<file path="src/rtl/decode_stage_if.sv">
// rtl/decode_stage_if.sv - fetch, register-file, writeback and execute signals of the decode stage
interface decode_stage_if #(
  parameter int XLEN = 32
);
  logic            if_valid;
  logic            if_ready;
  logic [31:0]     if_instr;
  logic [XLEN-1:0] if_pc;
  logic [4:0]      rf_read_addr1;
  logic [4:0]      rf_read_addr2;
  logic [31:0]     rf_read_data1;
  logic [31:0]     rf_read_data2;
  logic            wb_write_en;
  logic [4:0]      wb_write_addr;
  logic [31:0]     wb_write_data;
  logic            flush;
  logic            ex_valid;
  logic            ex_ready;
  logic [XLEN-1:0] ex_pc;
  logic [XLEN-1:0] ex_rs_data;
  logic [XLEN-1:0] ex_rt_data;
  logic [XLEN-1:0] ex_imm;
  logic [4:0]      ex_rs;
  logic [4:0]      ex_rt;
  logic [4:0]      ex_dest;
  logic [2:0]      ex_alu_op;
  logic            ex_alu_src_imm;
  logic            ex_mem_read;
  logic            ex_mem_write;
  logic            ex_reg_write;
  logic            ex_branch;
  logic            ex_jump;
  logic            ex_illegal;
  logic [XLEN-1:0] ex_jump_target;

  modport slave (
    input  if_valid, if_instr, if_pc, rf_read_data1, rf_read_data2,
           wb_write_en, wb_write_addr, wb_write_data, flush, ex_ready,
    output if_ready, rf_read_addr1, rf_read_addr2, ex_valid, ex_pc, ex_rs_data,
           ex_rt_data, ex_imm, ex_rs, ex_rt, ex_dest, ex_alu_op, ex_alu_src_imm,
           ex_mem_read, ex_mem_write, ex_reg_write, ex_branch, ex_jump,
           ex_illegal, ex_jump_target
  );

  modport master (
    output if_valid, if_instr, if_pc, rf_read_data1, rf_read_data2,
           wb_write_en, wb_write_addr, wb_write_data, flush, ex_ready,
    input  if_ready, rf_read_addr1, rf_read_addr2, ex_valid, ex_pc, ex_rs_data,
           ex_rt_data, ex_imm, ex_rs, ex_rt, ex_dest, ex_alu_op, ex_alu_src_imm,
           ex_mem_read, ex_mem_write, ex_reg_write, ex_branch, ex_jump,
           ex_illegal, ex_jump_target
  );
endinterface

</file>
<file path="src/rtl/decode_stage.sv">
// rtl/decode_stage.sv - MIPS decode stage: IF/ID register, decode, writeback bypass, load-use stall, ID/EX register
module decode_stage #(
  parameter int XLEN = 32
) (
  input logic           clock,
  input logic           reset,
  decode_stage_if.slave bus
);
  typedef enum logic [2:0] {
    ALU_ADD = 3'd0,
    ALU_SUB = 3'd1,
    ALU_AND = 3'd2,
    ALU_OR  = 3'd3,
    ALU_SLT = 3'd4
  } alu_op_t;

  logic            id_valid;
  logic [31:0]     id_instr;
  logic [XLEN-1:0] id_pc;

  logic [5:0] op;
  logic [5:0] funct;
  logic [4:0] rs;
  logic [4:0] rt;
  logic [4:0] rd;
  assign op    = id_instr[31:26];
  assign rs    = id_instr[25:21];
  assign rt    = id_instr[20:16];
  assign rd    = id_instr[15:11];
  assign funct = id_instr[5:0];

  assign bus.rf_read_addr1 = rs;
  assign bus.rf_read_addr2 = rt;

  alu_op_t    alu_op;
  logic       alu_src_imm;
  logic       mem_read;
  logic       mem_write;
  logic       writes_reg;
  logic       branch;
  logic       jump;
  logic       illegal;
  logic       uses_rt;
  logic [4:0] dest_raw;
  logic       reg_write;
  logic [4:0] dest;

  always_comb begin
    alu_op      = ALU_ADD;
    alu_src_imm = 1'b0;
    mem_read    = 1'b0;
    mem_write   = 1'b0;
    writes_reg  = 1'b0;
    branch      = 1'b0;
    jump        = 1'b0;
    illegal     = 1'b0;
    uses_rt     = 1'b0;
    dest_raw    = rt;
    case (op)
      6'h00: begin
        uses_rt    = 1'b1;
        dest_raw   = rd;
        writes_reg = 1'b1;
        case (funct)
          6'h20:   alu_op = ALU_ADD;
          6'h22:   alu_op = ALU_SUB;
          6'h24:   alu_op = ALU_AND;
          6'h25:   alu_op = ALU_OR;
          6'h2A:   alu_op = ALU_SLT;
          default: begin
            writes_reg = 1'b0;
            illegal    = 1'b1;
          end
        endcase
      end
      6'h08: begin
        alu_src_imm = 1'b1;
        writes_reg  = 1'b1;
      end
      6'h23: begin
        alu_src_imm = 1'b1;
        mem_read    = 1'b1;
        writes_reg  = 1'b1;
      end
      6'h2B: begin
        alu_src_imm = 1'b1;
        mem_write   = 1'b1;
        uses_rt     = 1'b1;
      end
      6'h04: begin
        alu_op  = ALU_SUB;
        branch  = 1'b1;
        uses_rt = 1'b1;
      end
      6'h02:   jump = 1'b1;
      default: illegal = 1'b1;
    endcase
  end

  // A write to $0 is architecturally a no-op, so it carries neither reg_write nor a destination.
  assign reg_write = writes_reg && (dest_raw != 5'd0);
  assign dest      = reg_write ? dest_raw : 5'd0;

  function automatic logic [31:0] select_operand(input logic [4:0] addr, input logic [31:0] rf_data,
                                                 input logic wb_en, input logic [4:0] wb_addr,
                                                 input logic [31:0] wb_data);
    if (addr == 5'd0)                   return 32'd0;
    else if (wb_en && (wb_addr == addr)) return wb_data;
    else                                 return rf_data;
  endfunction

  logic [31:0] rs_data;
  logic [31:0] rt_data;
  assign rs_data = select_operand(rs, bus.rf_read_data1, bus.wb_write_en, bus.wb_write_addr, bus.wb_write_data);
  assign rt_data = select_operand(rt, bus.rf_read_data2, bus.wb_write_en, bus.wb_write_addr, bus.wb_write_data);

  logic [XLEN-1:0] imm;
  logic [XLEN-1:0] pc_plus4;
  logic [XLEN-1:0] jump_target;
  assign imm         = {{(XLEN-16){id_instr[15]}}, id_instr[15:0]};
  assign pc_plus4    = id_pc + XLEN'(4);
  assign jump_target = (pc_plus4 & {{(XLEN-28){1'b1}}, 28'h0}) | XLEN'({id_instr[25:0], 2'b00});

  logic ex_free;
  logic hazard;
  logic advance;
  assign ex_free = !bus.ex_valid || bus.ex_ready;
  assign hazard  = bus.ex_valid && bus.ex_mem_read && (bus.ex_dest != 5'd0) &&
                   ((bus.ex_dest == rs) || (uses_rt && (bus.ex_dest == rt)));
  assign advance = id_valid && ex_free && !hazard && !bus.flush;
  assign bus.if_ready = !reset && !bus.flush && (!id_valid || advance);

  always_ff @(posedge clock) begin
    if (reset) begin
      id_valid <= 1'b0;
      id_instr <= '0;
      id_pc    <= '0;
    end else if (bus.flush) begin
      id_valid <= 1'b0;
    end else if (bus.if_valid && bus.if_ready) begin
      id_valid <= 1'b1;
      id_instr <= bus.if_instr;
      id_pc    <= bus.if_pc;
    end else if (advance) begin
      id_valid <= 1'b0;
    end
  end

  always_ff @(posedge clock) begin
    if (reset) begin
      bus.ex_valid       <= 1'b0;
      bus.ex_pc          <= '0;
      bus.ex_rs_data     <= '0;
      bus.ex_rt_data     <= '0;
      bus.ex_imm         <= '0;
      bus.ex_rs          <= '0;
      bus.ex_rt          <= '0;
      bus.ex_dest        <= '0;
      bus.ex_alu_op      <= '0;
      bus.ex_alu_src_imm <= 1'b0;
      bus.ex_mem_read    <= 1'b0;
      bus.ex_mem_write   <= 1'b0;
      bus.ex_reg_write   <= 1'b0;
      bus.ex_branch      <= 1'b0;
      bus.ex_jump        <= 1'b0;
      bus.ex_illegal     <= 1'b0;
      bus.ex_jump_target <= '0;
    end else if (bus.flush) begin
      bus.ex_valid <= 1'b0;
    end else if (advance) begin
      bus.ex_valid       <= 1'b1;
      bus.ex_pc          <= id_pc;
      bus.ex_rs_data     <= XLEN'(rs_data);
      bus.ex_rt_data     <= XLEN'(rt_data);
      bus.ex_imm         <= imm;
      bus.ex_rs          <= rs;
      bus.ex_rt          <= rt;
      bus.ex_dest        <= dest;
      bus.ex_alu_op      <= alu_op;
      bus.ex_alu_src_imm <= alu_src_imm;
      bus.ex_mem_read    <= mem_read;
      bus.ex_mem_write   <= mem_write;
      bus.ex_reg_write   <= reg_write;
      bus.ex_branch      <= branch;
      bus.ex_jump        <= jump;
      bus.ex_illegal     <= illegal;
      bus.ex_jump_target <= jump_target;
    end else if (ex_free) begin
      // Nothing to hand over (empty, stalled on a load-use, or drained): insert a bubble.
      bus.ex_valid <= 1'b0;
    end
  end
endmodule

</file>
<file path="src/flat_wrapper.sv">
// flat-port wrapper written by rule: the top's interface ports become plain ports
module decode_stage_flat 
#(
  parameter int XLEN = 32
)
  (clock, reset, bus_if_valid, bus_if_instr, bus_if_pc, bus_rf_read_data1, bus_rf_read_data2, bus_wb_write_en, bus_wb_write_addr, bus_wb_write_data, bus_flush, bus_ex_ready, bus_if_ready, bus_rf_read_addr1, bus_rf_read_addr2, bus_ex_valid, bus_ex_pc, bus_ex_rs_data, bus_ex_rt_data, bus_ex_imm, bus_ex_rs, bus_ex_rt, bus_ex_dest, bus_ex_alu_op, bus_ex_alu_src_imm, bus_ex_mem_read, bus_ex_mem_write, bus_ex_reg_write, bus_ex_branch, bus_ex_jump, bus_ex_illegal, bus_ex_jump_target);
  decode_stage_if #(.XLEN(XLEN)) bus_i ();
  input logic clock;
  input logic reset;
  input wire logic [$bits(bus_i.if_valid)-1:0] bus_if_valid;
  input wire logic [$bits(bus_i.if_instr)-1:0] bus_if_instr;
  input wire logic [$bits(bus_i.if_pc)-1:0] bus_if_pc;
  input wire logic [$bits(bus_i.rf_read_data1)-1:0] bus_rf_read_data1;
  input wire logic [$bits(bus_i.rf_read_data2)-1:0] bus_rf_read_data2;
  input wire logic [$bits(bus_i.wb_write_en)-1:0] bus_wb_write_en;
  input wire logic [$bits(bus_i.wb_write_addr)-1:0] bus_wb_write_addr;
  input wire logic [$bits(bus_i.wb_write_data)-1:0] bus_wb_write_data;
  input wire logic [$bits(bus_i.flush)-1:0] bus_flush;
  input wire logic [$bits(bus_i.ex_ready)-1:0] bus_ex_ready;
  output wire logic [$bits(bus_i.if_ready)-1:0] bus_if_ready;
  output wire logic [$bits(bus_i.rf_read_addr1)-1:0] bus_rf_read_addr1;
  output wire logic [$bits(bus_i.rf_read_addr2)-1:0] bus_rf_read_addr2;
  output wire logic [$bits(bus_i.ex_valid)-1:0] bus_ex_valid;
  output wire logic [$bits(bus_i.ex_pc)-1:0] bus_ex_pc;
  output wire logic [$bits(bus_i.ex_rs_data)-1:0] bus_ex_rs_data;
  output wire logic [$bits(bus_i.ex_rt_data)-1:0] bus_ex_rt_data;
  output wire logic [$bits(bus_i.ex_imm)-1:0] bus_ex_imm;
  output wire logic [$bits(bus_i.ex_rs)-1:0] bus_ex_rs;
  output wire logic [$bits(bus_i.ex_rt)-1:0] bus_ex_rt;
  output wire logic [$bits(bus_i.ex_dest)-1:0] bus_ex_dest;
  output wire logic [$bits(bus_i.ex_alu_op)-1:0] bus_ex_alu_op;
  output wire logic [$bits(bus_i.ex_alu_src_imm)-1:0] bus_ex_alu_src_imm;
  output wire logic [$bits(bus_i.ex_mem_read)-1:0] bus_ex_mem_read;
  output wire logic [$bits(bus_i.ex_mem_write)-1:0] bus_ex_mem_write;
  output wire logic [$bits(bus_i.ex_reg_write)-1:0] bus_ex_reg_write;
  output wire logic [$bits(bus_i.ex_branch)-1:0] bus_ex_branch;
  output wire logic [$bits(bus_i.ex_jump)-1:0] bus_ex_jump;
  output wire logic [$bits(bus_i.ex_illegal)-1:0] bus_ex_illegal;
  output wire logic [$bits(bus_i.ex_jump_target)-1:0] bus_ex_jump_target;
  assign bus_i.if_valid = bus_if_valid;
  assign bus_i.if_instr = bus_if_instr;
  assign bus_i.if_pc = bus_if_pc;
  assign bus_i.rf_read_data1 = bus_rf_read_data1;
  assign bus_i.rf_read_data2 = bus_rf_read_data2;
  assign bus_i.wb_write_en = bus_wb_write_en;
  assign bus_i.wb_write_addr = bus_wb_write_addr;
  assign bus_i.wb_write_data = bus_wb_write_data;
  assign bus_i.flush = bus_flush;
  assign bus_i.ex_ready = bus_ex_ready;
  assign bus_if_ready = bus_i.if_ready;
  assign bus_rf_read_addr1 = bus_i.rf_read_addr1;
  assign bus_rf_read_addr2 = bus_i.rf_read_addr2;
  assign bus_ex_valid = bus_i.ex_valid;
  assign bus_ex_pc = bus_i.ex_pc;
  assign bus_ex_rs_data = bus_i.ex_rs_data;
  assign bus_ex_rt_data = bus_i.ex_rt_data;
  assign bus_ex_imm = bus_i.ex_imm;
  assign bus_ex_rs = bus_i.ex_rs;
  assign bus_ex_rt = bus_i.ex_rt;
  assign bus_ex_dest = bus_i.ex_dest;
  assign bus_ex_alu_op = bus_i.ex_alu_op;
  assign bus_ex_alu_src_imm = bus_i.ex_alu_src_imm;
  assign bus_ex_mem_read = bus_i.ex_mem_read;
  assign bus_ex_mem_write = bus_i.ex_mem_write;
  assign bus_ex_reg_write = bus_i.ex_reg_write;
  assign bus_ex_branch = bus_i.ex_branch;
  assign bus_ex_jump = bus_i.ex_jump;
  assign bus_ex_illegal = bus_i.ex_illegal;
  assign bus_ex_jump_target = bus_i.ex_jump_target;
  decode_stage #(.XLEN(XLEN)) u_core (.clock(clock), .reset(reset), .bus(bus_i));
endmodule
</file>
<file path="config.mk">
export PLATFORM = sky130hd
export DESIGN_NAME = decode_stage_flat
export DESIGN_NICKNAME = d
export VERILOG_FILES = /design/src/rtl/decode_stage_if.sv /design/src/rtl/decode_stage.sv /design/src/flat_wrapper.sv
export SDC_FILE = /design/constraint.sdc
export NUM_CORES = 1
export LEC_CHECK = 0
export ABC_AREA = 1
export BUFFER_PORTS_ARGS = -buffer_cell sky130_fd_sc_hd__buf_4
export CORE_MARGIN = 2
export CORE_UTILIZATION = 50
export DETAILED_ROUTE_END_ITERATION = 8
export PLACE_DENSITY = 0.91
export SYNTH_ARGS = -nofsm -noshare
export SYNTH_HDL_FRONTEND = slang
export SYNTH_SLANG_ARGS = --single-unit
</file>
<file path="constraint.sdc">
create_clock -name clock -period 1.9 [get_ports clock]
set_input_delay 0.095 -clock clock [delete_from_list [all_inputs] [get_ports clock]]
set_output_delay 0.095 -clock clock [all_outputs]
set_load 0.01 [all_outputs]
</file>
# ---- After elaboration in Yosys (flattened, before gate mapping)
# Cells that the tools add are included.
dict set report totals {
  regBits 235
  input_bits 171
}
dict set report classes {
  mux 22
  reduce_logical 36
  n_eq_ne 14
  n_bitwise 2
  add_sub_neg 1
}
# operator count
set ops {}
lappend ops {{$mux 32} 4}
lappend ops {{$eq 6x6->1 const B} 7}
lappend ops {{$add 32x3->32 const B} 1}
lappend ops {{$or 32x28->32} 1}
lappend ops {{$eq 5x5->1} 4}
lappend ops {{$logic_and 1x1->1} 13}
lappend ops {{$mux 1} 12}
lappend ops {{$pmux 3 s4} 1}
lappend ops {{$logic_not 5->1} 2}
lappend ops {{$mux 5} 2}
lappend ops {{$reduce_bool 5->1} 2}
lappend ops {{$reduce_or 5->1} 2}
lappend ops {{$eq 6x2->1 const B} 1}
lappend ops {{$eq 6x3->1 const B} 1}
lappend ops {{$eq 6x4->1 const B} 1}
lappend ops {{$logic_not 6->1} 1}
lappend ops {{$pmux 3 s2} 1}
lappend ops {{$reduce_or 3->1} 2}
lappend ops {{$logic_not 1->1} 5}
lappend ops {{$pmux 1 s2} 2}
lappend ops {{$reduce_and 2->1} 2}
lappend ops {{$reduce_bool 2->1} 2}
lappend ops {{$reduce_or 2->1} 2}
lappend ops {{$logic_or 1x1->1} 3}
lappend ops {{$not 1->1} 1}

# ---- Depth between registers and ports, before layout
# Gate-level depths: netlist (run 1).
dict set report logic_depth {
  word_depth 13
  ltp_mapped 15
  mapped_depth_nobuf 13
}

# ---- Worst setup path after synthesis (run 1)
# Ideal clock, no wire load.
dict set report synth_timing {
  kind {register to register}
  from {reg u_core.bus.ex_dest[0] (netlist bit)}
  to {reg u_core.bus.ex_alu_op[0] (netlist bit)}
  period_less_slack_ns 1.636
  path_stages_with_launch 14
  arrival_ns 1.519
  path_buffers 2
  setup_time_ns 0.117
  slack_ns 0.264
  path_cell_list {dfxtp_1 > inv_1 > nand2_1 > nand2_1 > a21oi_1 > nand4_1 > nand2_1 > nand2_1 > nand2_2 > inv_2 > buf_6 > buf_2 > o21ai_0 > nor2_1}
}
dict set report synth_via {
  elab_chain_len 8
  elab_cells_between_ends 11
  classes_between {eq/ne (2); reduce/logical (9)}
}
# element line
set synth_lines {}
lappend synth_lines {{start, declared} decode_stage_if.sv:40} ;# ex_rt_data, ex_imm, ex_rs, ex_rt, ex_dest, ex_alu_op, ex_alu_src_imm,
lappend synth_lines {{start signal, assigned} decode_stage.sv:178} ;# bus.ex_dest <= dest;
lappend synth_lines {{$eq 5x5->1} decode_stage.sv:129} ;# ((bus.ex_dest == rs) || (uses_rt && (bus.ex_dest == rt)));
lappend synth_lines {{$logic_and 1x1->1} decode_stage.sv:129}
lappend synth_lines {{$logic_or 1x1->1} decode_stage.sv:129}
lappend synth_lines {{$logic_and 1x1->1 *} decode_stage.sv:128} ;# assign hazard = bus.ex_valid && bus.ex_mem_read && (bus.ex_dest != 5'd0) &&
lappend synth_lines {{$logic_not 1->1 *} decode_stage.sv:130} ;# assign advance = id_valid && ex_free && !hazard && !bus.flush;
lappend synth_lines {{$logic_and 1x1->1 * (2 in series)} decode_stage.sv:130}
lappend synth_lines {{$reduce_and 2->1 (no source line) *} n/a}
lappend synth_lines {{end signal, assigned} decode_stage.sv:179} ;# bus.ex_alu_op <= alu_op;
lappend synth_lines {{end, declared} decode_stage_if.sv:40}
# Every way passes the cells marked *; elsewhere a longest branch is shown, timed or not.
# A chain may end at the register's enable or synchronous reset.

# ---- Worst setup path after layout (run 1)
dict set report layout_timing {
  from {reg u_core.id_instr[16]}
  to {reg u_core.bus.ex_rt_data[30] (netlist bit)}
}
dict set report layout_via {
  elab_chain_len 8
  elab_cells_between_ends 13
  classes_between {eq/ne (2); mux (2); reduce/logical (9)}
}
# element line
set layout_lines {}
lappend layout_lines {{start, declared} decode_stage.sv:18} ;# logic [31:0] id_instr;
lappend layout_lines {{start signal, assigned} decode_stage.sv:142} ;# id_instr <= bus.if_instr;
lappend layout_lines {{$eq 5x5->1} decode_stage.sv:129}
lappend layout_lines {{$logic_and 1x1->1} decode_stage.sv:129}
lappend layout_lines {{$logic_or 1x1->1} decode_stage.sv:129}
lappend layout_lines {{$logic_and 1x1->1} decode_stage.sv:128}
lappend layout_lines {{$logic_not 1->1} decode_stage.sv:130}
lappend layout_lines {{$logic_and 1x1->1 (2 in series)} decode_stage.sv:130}
lappend layout_lines {{$reduce_and 2->1 (no source line)} n/a}
lappend layout_lines {{end signal, assigned} decode_stage.sv:174} ;# bus.ex_rt_data <= XLEN'(rt_data);
lappend layout_lines {{end, declared} decode_stage_if.sv:40}
# Several ways; a longest one is shown, not always the timed one.

==> reports/results.ini, run 1 <==
[clocking]
cts_tree=built
clockBufferDepth=3
clk_latency_ns=0.51
path_clk_slew_ns=0.07
cts_buffers=22
clock_tree.root_cell=clkbuf_16
htreeDepth=1
numClockSinks=207

[synthesis]
ys_ff_latch=207
synth_area_per_cell_sq_um=7.08
synth.distinct_cells=31
synth_top_area_share_pct=41.1
synth_edf_count=0
syn_area_sq_mm=0.0101
syn_inst=1422
yosysMostFrequentCell=inv_1
ys_warn_count=0
synth_top_area_cell=dfxtp_1
synth.area.top_cells=dfxtp_1, inv_1, nand2_1, a21oi_1, o21ai_0
async_flop_share_pct=0
synth_sequential_area_ratio_pct=41.1
synth_top_flop_cell=dfxtp_1
yosys-top-cells-count=inv_1, nand2_1, dfxtp_1, a21oi_1, o21ai_0

[floorplan]
initial_core_util_pct=51.4
rows=51
dieWidth_um=146
pin_count=368
die_area_sq_mm=0.0213
die_h_um=146
coreArea_sq_mm=0.0196

[grt]
grt_max_degree=65
antenna_found_initial=2
grt_pass1_wl_um=60200
gr-total-overflow=0
grt_usage_pct=34.5
grt_pass1_vias=11500

[power]
p_switching_mw=2.85
swShare_pct=26.5
p_total_mw=10.7
p_per_area_mw_per_mm2=711
clkPwrFrac_pct=40.4
p_int_mw=7.88
peakVddDrop_mv=0.551
p_leak_nw=7.25
combPwrFrac_pct=17.0
p_seq_share_pct=42.5

[worst_setup_path]
critPathBufInv=4
cpPeakStageDelay_ns=0.36
cp_cell_sequence=inv_2 -> o22ai_1 -> nor2_1 -> nand3_2 -> buf_12 -> inv_2 -> buf_12 -> o21a_1 -> o21ai_0 -> a21oi_1
crit_type=reg -> reg
cp-startpoint=u_core.id_instr[16]
cp-end-kind=flip-flop
r2r-start=u_core.id_instr[16]
slowest_stage=dfxtp_2
cp.arrival_ns=2.42
setup.worst_path.start_class=flip-flop
cp_top_family=compound AO/OA/AOI/OAI gates
critPathMaxFanout=28
cp.required_ns=2.30

[timing]
timing.final.ws_setup_ns=-0.119
hold_violations=0
max_freq_mhz=495
max_slew_margin_pct=61.0
hold_slack_ns=0.00762
drv_slew=0
rsz0062_at_grt=true
period_share_pct=106
worstMarginPinSlew_ns=0.585
finalClockSkew_ns=0.0165
fin_crit_ns=2.02
setup_violations=15

[detailed_routing]
via_per_inst=5.70
dr.pass1.iters=7
vias=12100
wl_per_cell_um=19.7
antenna_left=0
wl_um=41600
drtIter0Drc=1193
drc=0

[cells_and_area]
finalNetCount=2003
syn_to_final_growth_pct=49.8
drive_gt1_share_pct=28.4
nFillCells=1160

[min_path]
hold_path.class=in -> reg
holdCritStartpoint=bus_rf_read_data2[9]

[flow_run]
cap_violations=0

[placed_design]
numPortBuffers=365
dpl.hpwl_um=23200
gp_congestion=0.919

[status]
outcome=finished with violations
violations=negative setup slack

-- final timing paths --
check,endpoint,slack [ns],cells after the start
setup / recovery,u_core.bus.ex_rt_data[30],-0.12,10
hold / removal,u_core.bus.ex_rt_data[9],0.008,4
setup reg to reg,u_core.bus.ex_rt_data[30],-0.12,10
hold reg to reg,u_core.bus.ex_imm[9],0.45,2
-- final cells by class --
cell class	instances	area, sq um	share of cell area, %
Timing Repair Buffer	536	4690	31.1
Multi-Input combinational cell	846	4320	28.6
Sequential cell	207	4190	27.7
Inverter	219	835	5.53
Clock buffer	32	659	4.37
Tap cell	265	332	2.20
Clock inverter	7	65.1	0.431
Antenna cell	1	2.50	0.0166
-- power by group through the flow --
stage	Sequential, mW	Clock, mW	Combinational (mW)
after detailed placement	4.64	0	1.45
after CTS	4.55	4.32	1.67
after global routing	4.57	4.52	1.95
after global placement	4.64	0	1.41
final	4.56	4.33	1.83
after floorplan	4.64	0	0.798
-- flip-flops by register name, indices dropped and copies added (netlist names) --
name                       count
u_core.bus.ex_alu_op           3
u_core.bus.ex_alu_src_imm      1
u_core.bus.ex_branch           1
u_core.bus.ex_dest             5
u_core.bus.ex_illegal          1
u_core.bus.ex_imm             15
u_core.bus.ex_jump             1
u_core.bus.ex_jump_target      7
u_core.bus.ex_mem_read         1
u_core.bus.ex_mem_write        1
u_core.bus.ex_pc              32
u_core.bus.ex_reg_write        1
u_core.bus.ex_rs               4
u_core.bus.ex_rs_data         32
u_core.bus.ex_rt               4
u_core.bus.ex_rt_data         32
u_core.bus.ex_valid            1
u_core.id_instr               32
u_core.id_pc                  32
u_core.id_valid                1
-- routing by layer --
layer / vias to the layer above / GRT usage [%] / share of wire [%]
li1: 5383 / - / -
met1: 5448 / 39.2 / 35
met2: 969 / 60.1 / 48
met3: 249 / 7.40 / 10
met4: 2 / 19.7 / 6.6
met5: - / 0 / 0.038
-- cells in the final DEF (no fill, tap or decap), drive strengths merged, types with 2 or more instances in the layout --
cell type      n
clkinv         4
nor2         123
o22ai          7
clkinvlp       2
o21ai        167
o211ai        24
a211oi         3
dfxtp        207
conb           2
buf          411
xor2           6
nand3         25
nor3b          2
nor3           9
nor4           5
nand2        211
nand4         74
clkbuf        37
dlygate4sd3  120
or2           13
o21a          41
a21oi        128
xnor2          5
inv          219
-- metrics by stage --
step                setup WS [ns]  instance area [sq um]  TNS (ns)  cells  util [%]
finish                     -0.119                  15100    -0.350   2113      77.0
global route               -0.152                  15100     -4.21   2113      77.0
CTS                       -0.0139                  14800   -0.0139   2101      75.3
detailed placement        -0.0464                  12800    -0.168   1943      65.3
global placement           0.0395                  12800         0   1943      65.3
floorplan                   0.264                  10100         0   1423         -
-- worst register-to-register path: cells and delay by family (launching register included) --
kind,cells,cell delay [ns]
and+or+nand+nor,2,0.28
DFF,1,0.36
buffers and inverters,4,0.63
AOI/OAI and AO/OA,4,0.64
-- logic make-up after synthesis --
group / Yosys count / share of synthesized area, %
xor gates and xnor gates: 11 / 0.956
and+or+nand+nor: 462 / 20.3
buffers and inverters: 370 / 17.3
AOI/OAI and AO/OA: 371 / 20.3
DFF: 207 / 41.1
other: 1 / 0.0372
-- what timing repair did --
item,in CTS,in global routing
setup buffers,0,5
cloned,0,6
pin swaps,1,8
hold endpoints to repair,135,0
hold buffers,120,0
setup endpoints to repair,23,141
gates resized for setup,21,54
(Power assumes the default switching activity.)
==> inputs of run 2 (changes only) <==
Settings changed: SKIP_LAST_GASP from default to 1.
==> run 2 against run 1 <==
The run still ends with negative setup slack left. Largest power group unchanged. Via count about the same. Clock skew shrank 0.00082 ns. Critical path depth did not move. Worst hold slack lost 0.00065 ns. First-iteration DRC count fell by 4.7%. Final area unchanged. Wire length about the same. Sequential power hardly changed.
==> reports/results.ini, run 2 (synthesized netlist as in run 1, its figures left out) <==
[status]
outcome=finished with violations
violations=negative setup slack

[flow_run]
cap_violations=0  ; unchanged

[timing]
max_slew_margin_pct=61.6  ; +0.64 points
finalClockSkew_ns=0.0157  ; -0.000825 ns
hold_slack_ns=0.00697  ; -0.000654 ns
hold_violations=0  ; unchanged
max_freq_mhz=499  ; +0.82%
rsz0062_at_grt=true
drv_slew=0  ; unchanged
period_share_pct=105  ; -0.87 points
worstMarginPinSlew_ns=0.575  ; -0.00953 ns
timing.final.ws_setup_ns=-0.102  ; +0.0164 ns
fin_tns_setup_ns=-0.361  ; -0.0107 ns
fin_crit_ns=2.00  ; -0.0164 ns
setup_violations=12  ; -3

[detailed_routing]
drtIter0Drc=1137  ; -4.7%
wl_um=41600  ; about the same
via_per_inst=5.70  ; about the same
vias=12000  ; -0.091%
drc=0  ; unchanged
antenna_left=0  ; unchanged
wl_per_cell_um=19.7  ; about the same
dr.pass1.iters=6  ; -1

[placed_design]
dpl.hpwl_um=23200  ; unchanged
gp_congestion=0.919  ; unchanged
numPortBuffers=365  ; unchanged
dpl_cell_area_sq_mm=0.0128  ; unchanged

[grt]
grt_usage_pct=34.5  ; unchanged
grt_pass1_vias=11500  ; unchanged
gr-total-overflow=0  ; unchanged
grt_max_degree=65  ; unchanged
antenna_found_initial=2  ; unchanged
grt_pass1_wl_um=60200  ; unchanged

[clocking]
path_clk_slew_ns=0.07  ; about the same
cts_tree=built
clock_tree.root_cell=clkbuf_16
numClockSinks=207  ; unchanged
cts_buffers=22  ; unchanged
clk_latency_ns=0.51  ; about the same
clockBufferDepth=3  ; unchanged
htreeDepth=1  ; unchanged

[power]
peakVddDrop_mv=0.553  ; +0.26%
p_leak_nw=7.25  ; unchanged
p_per_area_mw_per_mm2=710  ; about the same
p_total_mw=10.7  ; about the same

[floorplan]
dieWidth_um=146  ; unchanged
rows=51  ; unchanged
initial_core_util_pct=51.4  ; unchanged
die_area_sq_mm=0.0213  ; unchanged
pin_count=368  ; unchanged
die_h_um=146  ; unchanged
coreArea_sq_mm=0.0196  ; unchanged

[worst_setup_path]
cp-end-kind=flip-flop
cp.required_ns=2.31  ; about the same
critPathMaxFanout=28  ; unchanged
worstRegToRegCells=10  ; unchanged
crit_type=reg -> reg
setup.worst_path.start_class=flip-flop
cp.arrival_ns=2.41  ; about the same

[cells_and_area]
layout_commonest_cell=buf_4
finalInstanceArea_sq_mm=0.0151  ; unchanged
drive_gt1_share_pct=28.4  ; unchanged
finalNetCount=2003  ; unchanged
multi_input_area_sq_mm=0.00432  ; unchanged
syn_to_final_growth_pct=49.8  ; unchanged
nFillCells=1160  ; unchanged
final_cell_mix=buf_4, nand2_1, inv_1, dfxtp_1, a21oi_1
regArea_sq_mm=0.00419  ; unchanged

[min_path]
hold_path.class=in -> reg
hold_path_depth=4  ; unchanged

-- run 2: power by group --
group	internal, mW	switching, mW	leakage [nW]
clock	2.54	1.79	0.354
sequential	4.46	0.104	1.69
combinational	0.879	0.949	5.20
-- run 2: final timing paths --
path	startpoint	endpoint	slack, ns
worst max-delay path	u_core.id_instr[16]	u_core.bus.ex_rt_data[30]	-0.10
worst min-delay path	bus_rf_read_data2[9]	u_core.bus.ex_rt_data[9]	0.007
worst max register to register	u_core.id_instr[16]	u_core.bus.ex_rt_data[30]	-0.10
worst min register to register	u_core.id_instr[9]	u_core.bus.ex_imm[9]	0.45
-- run 2: routing by layer --
metal / track usage, % / vias to the layer above / share of wire [%]
li1: - / 5387 / -
met1: 39.2 / 5438 / 35
met2: 60.1 / 969 / 48
met3: 7.40 / 244 / 10
met4: 19.7 / 2 / 6.7
met5: 0 / - / 0.038
-- run 2: timing repair --
item,in CTS,in global routing
pin swaps,1,8
hold endpoints to repair,135,0
gates cloned,0,6
endpoints found under the setup margin,23,141
resized for setup,21,54
hold buffers,120,0
setup buffers,0,5
-- run 2: critical path: stages (launching register included) --
cell	delay [ns]
dfxtp_2	0.36
inv_2	0.12
o22ai_1	0.10
nor2_1	0.14
nand3_2	0.14
buf_12	0.20
inv_2	0.11
buf_12	0.18
o21a_1	0.14
o21ai_0	0.15
a21oi_1	0.23
-- run 2: layout make-up --
cell class                      instances  share of cell area [%]
Antenna cell                            1                  0.0166
Sequential cell                       207                    27.7
Clock buffer                           32                    4.37
Timing Repair Buffer                  536                    31.1
Tap cell                              265                    2.20
Clock inverter                          7                   0.431
Inverter                              219                    5.53
Multi-Input combinational cell        846                    28.6
-- run 2: stage by stage --
step	setup slack (ns)	utilization (%)	std cells
2_1_floorplan	0.264	-	1423
3_5_place_dp	-0.0464	65.3	1943
4_1_cts	-0.0139	75.3	2101
3_3_place_gp	0.0395	65.3	1943
6_report	-0.102	77.0	2113
5_1_grt	-0.152	77.0	2113
==> inputs of run 3 (changes only) <==
Settings changed: ABC_AREA 1 to default.
==> run 3 against run 2 <==
The run still ends with negative setup slack left. Maximum frequency shrank 17%. Cell count down 18%. Wire length is 20% higher. Largest cell class is now multi-input gates.
==> reports/results.ini, run 3 <==
[status]
outcome=finished with violations
violations=negative setup slack

[floorplan]
pin_count=368  ; unchanged
dieWidth_um=143  ; -2.0%
rows=50  ; -2.0%
die_area_sq_mm=0.0205  ; -4.0%
coreArea_sq_mm=0.0188  ; -3.9%
initial_core_util_pct=51.3  ; -0.11 points
die_h_um=143  ; -2.0%

[grt]
grt_pass1_vias=11200  ; -2.6%
grt_max_degree=65  ; unchanged
gr-total-overflow=0  ; unchanged
grt_usage_pct=42.2  ; +7.6 points
antenna_found_initial=2  ; unchanged
grt_pass1_wl_um=66400  ; +10%

[timing]
fin_tns_setup_ns=-80.12  ; -79.75 ns
fin_crit_ns=2.42  ; +0.422 ns
setup_violations=207  ; +195
hold_slack_ns=0.0141  ; +0.00717 ns
drv_slew=0  ; unchanged
rsz0062_at_grt=true
finalClockSkew_ns=0.0424  ; +0.0267 ns
max_freq_mhz=413  ; -17%
max_slew_margin_pct=57.6  ; -4.0 points
hold_violations=0  ; unchanged
period_share_pct=128  ; +22 points
worstMarginPinSlew_ns=0.635  ; +0.0596 ns
timing.final.ws_setup_ns=-0.524  ; -0.422 ns

[worst_setup_path]
cp-end-kind=flip-flop
setup.worst_path.start_class=flip-flop
cp.required_ns=2.32  ; about the same
cp.arrival_ns=2.84  ; +0.43 ns
crit_type=reg -> reg
critPathMaxFanout=6  ; -79%

[power]
peakVddDrop_mv=0.647  ; +17%
p_per_area_mw_per_mm2=652  ; -8.2%
p_total_mw=10.9  ; +1.4%
p_leak_nw=7.44  ; +2.7%

[detailed_routing]
dr.pass1.iters=6  ; unchanged
wl_per_cell_um=28.8  ; +46%
wl_met1_um=16400  ; +13%
top_layer_used=met4
via_per_inst=6.50  ; +14%
met2_length_um=23400  ; +17%
drc=0  ; unchanged
drtIter0Drc=1169  ; +2.8%
vias=11200  ; -6.6%
antenna_left=0  ; unchanged
wl_um=49800  ; +20%
wl_met3_um=5360  ; +25%

[synthesis]
ys_warn_count=0  ; unchanged
yosysMostFrequentCell=dfxtp_1
synth_top_area_share_pct=42.9  ; +1.7 points
synth_top_flop_cell=dfxtp_1
syn_area_sq_mm=0.00966  ; -4.1%
ys_ff_latch=207  ; unchanged
synth_edf_count=0  ; unchanged
syn_inst=1002  ; -30%
synth_top_area_cell=dfxtp_1
synth_area_per_cell_sq_um=9.64  ; +36%
async_flop_share_pct=0  ; unchanged
synth_sequential_area_ratio_pct=42.9  ; +1.7 points
synth.distinct_cells=50  ; +61%
synth.area.top_cells=dfxtp_1, mux2i_1, a31o_2, nor4_1, buf_4
yosys-top-cells-count=dfxtp_1, mux2i_1, a31o_2, nor4_1

[placed_design]
numPortBuffers=365  ; unchanged
dpl.hpwl_um=24300  ; +4.9%
gp_congestion=0.881  ; -4.2%
dp.cells=1575  ; -19%

[clocking]
htreeDepth=1  ; unchanged
clk_latency_ns=0.54  ; +0.03 ns
numClockSinks=207  ; unchanged
clock_tree.root_cell=clkbuf_16
clockBufferDepth=3  ; unchanged
path_clk_slew_ns=0.07  ; about the same
cts_tree=built
cts_buffers=22  ; unchanged

[cells_and_area]
multi_input_area_sq_mm=0.00608  ; +41%
final_cell_mix=buf_4, dfxtp_1, mux2i_1, a31o_4, dlygate4sd3_1
nFillCells=710  ; -39%
layout_commonest_cell=buf_4
instances_no_fill=1729  ; -18%
drive_gt1_share_pct=54.5  ; +26 points
finalNetCount=1622  ; -19%
regArea_sq_mm=0.00416  ; -0.57%
syn_to_final_growth_pct=72.5

[min_path]
hold_path.class=in -> reg

[flow_run]
cap_violations=0  ; unchanged

run 3: worst paths after layout:
path | end | start | cells after the start | slack, ns
min | u_core.bus.ex_rt_data[24] | bus_rf_read_data2[24] | 4 | 0.01
max reg2reg | u_core.bus.ex_pc[3] | u_core.bus.ex_dest[4] | 10 | -0.52
min reg2reg | u_core.bus.ex_alu_op[1] | u_core.bus.ex_alu_op[1] | 2 | 0.48
max | u_core.bus.ex_pc[3] | u_core.bus.ex_dest[4] | 10 | -0.52
run 3: cell families after synthesis:
logic type / after synthesis / share of synthesized area, %
buf+inv: 210 / 12.1
simple gates: 256 / 14.1
other cells: 1 / 0.0388
xor+xnor: 25 / 2.27
compound gates: 167 / 14.3
flops: 207 / 42.9
mux: 136 / 14.2
run 3: worst max-delay path: stages, from the launching register on:
cell,delay (ns)
dfxtp_4,0.37
xor2_1,0.20
nor4_2,0.30
buf_4,0.19
nand3_4,0.10
a21boi_4,0.34
buf_12,0.19
buf_8,0.12
clkbuf_16,0.14
nor3_1,0.08
a31o_4,0.25
run 3: report_power, final:
group	total [mW]	internal, mW	switching, mW
clock	4.52	2.54	1.97
sequential	4.57	4.45	0.115
combinational	1.78	0.837	0.947
run 3: area by class of cell:
| cell class | count | area share (%) |
|---|---|---|
| tap | 260 | 1.95 |
| clock inverter | 8 | 0.473 |
| inverter | 66 | 1.52 |
| clock buffer | 31 | 3.93 |
| timing repair buffer | 567 | 30.6 |
| sequential | 207 | 25.0 |
| antenna | 3 | 0.0450 |
| multi-input combinational | 587 | 36.5 |
run 3: timing repair:
| action | CTS | global route |
|---|---|---|
| resized for setup | 118 | 111 |
| endpoints found under the hold margin | 77 | 0 |
| hold buffers | 69 | 0 |
| pin swaps | 24 | 25 |
| cloned | 10 | 4 |
| setup buffers | 23 | 15 |
| setup endpoints to repair | 207 | 207 |
run 3: routing by layer:
layer / up-vias / global-route usage, %
met5: - / 0
met4: 0 / 28.1
met3: 389 / 10.8
met2: 1067 / 72.2
met1: 5298 / 46.0
li1: 4493 / -
run 3: through the flow:
step	worst slack, ns	cell area (sq um)	util [%]
after global routing	-0.531	16700	88.5
after floorplan	-0.158	10500	-
after CTS	-0.323	16000	85.0
after global placement	-0.202	13500	71.8
final	-0.524	16700	88.5
after detailed placement	-0.261	13500	71.8
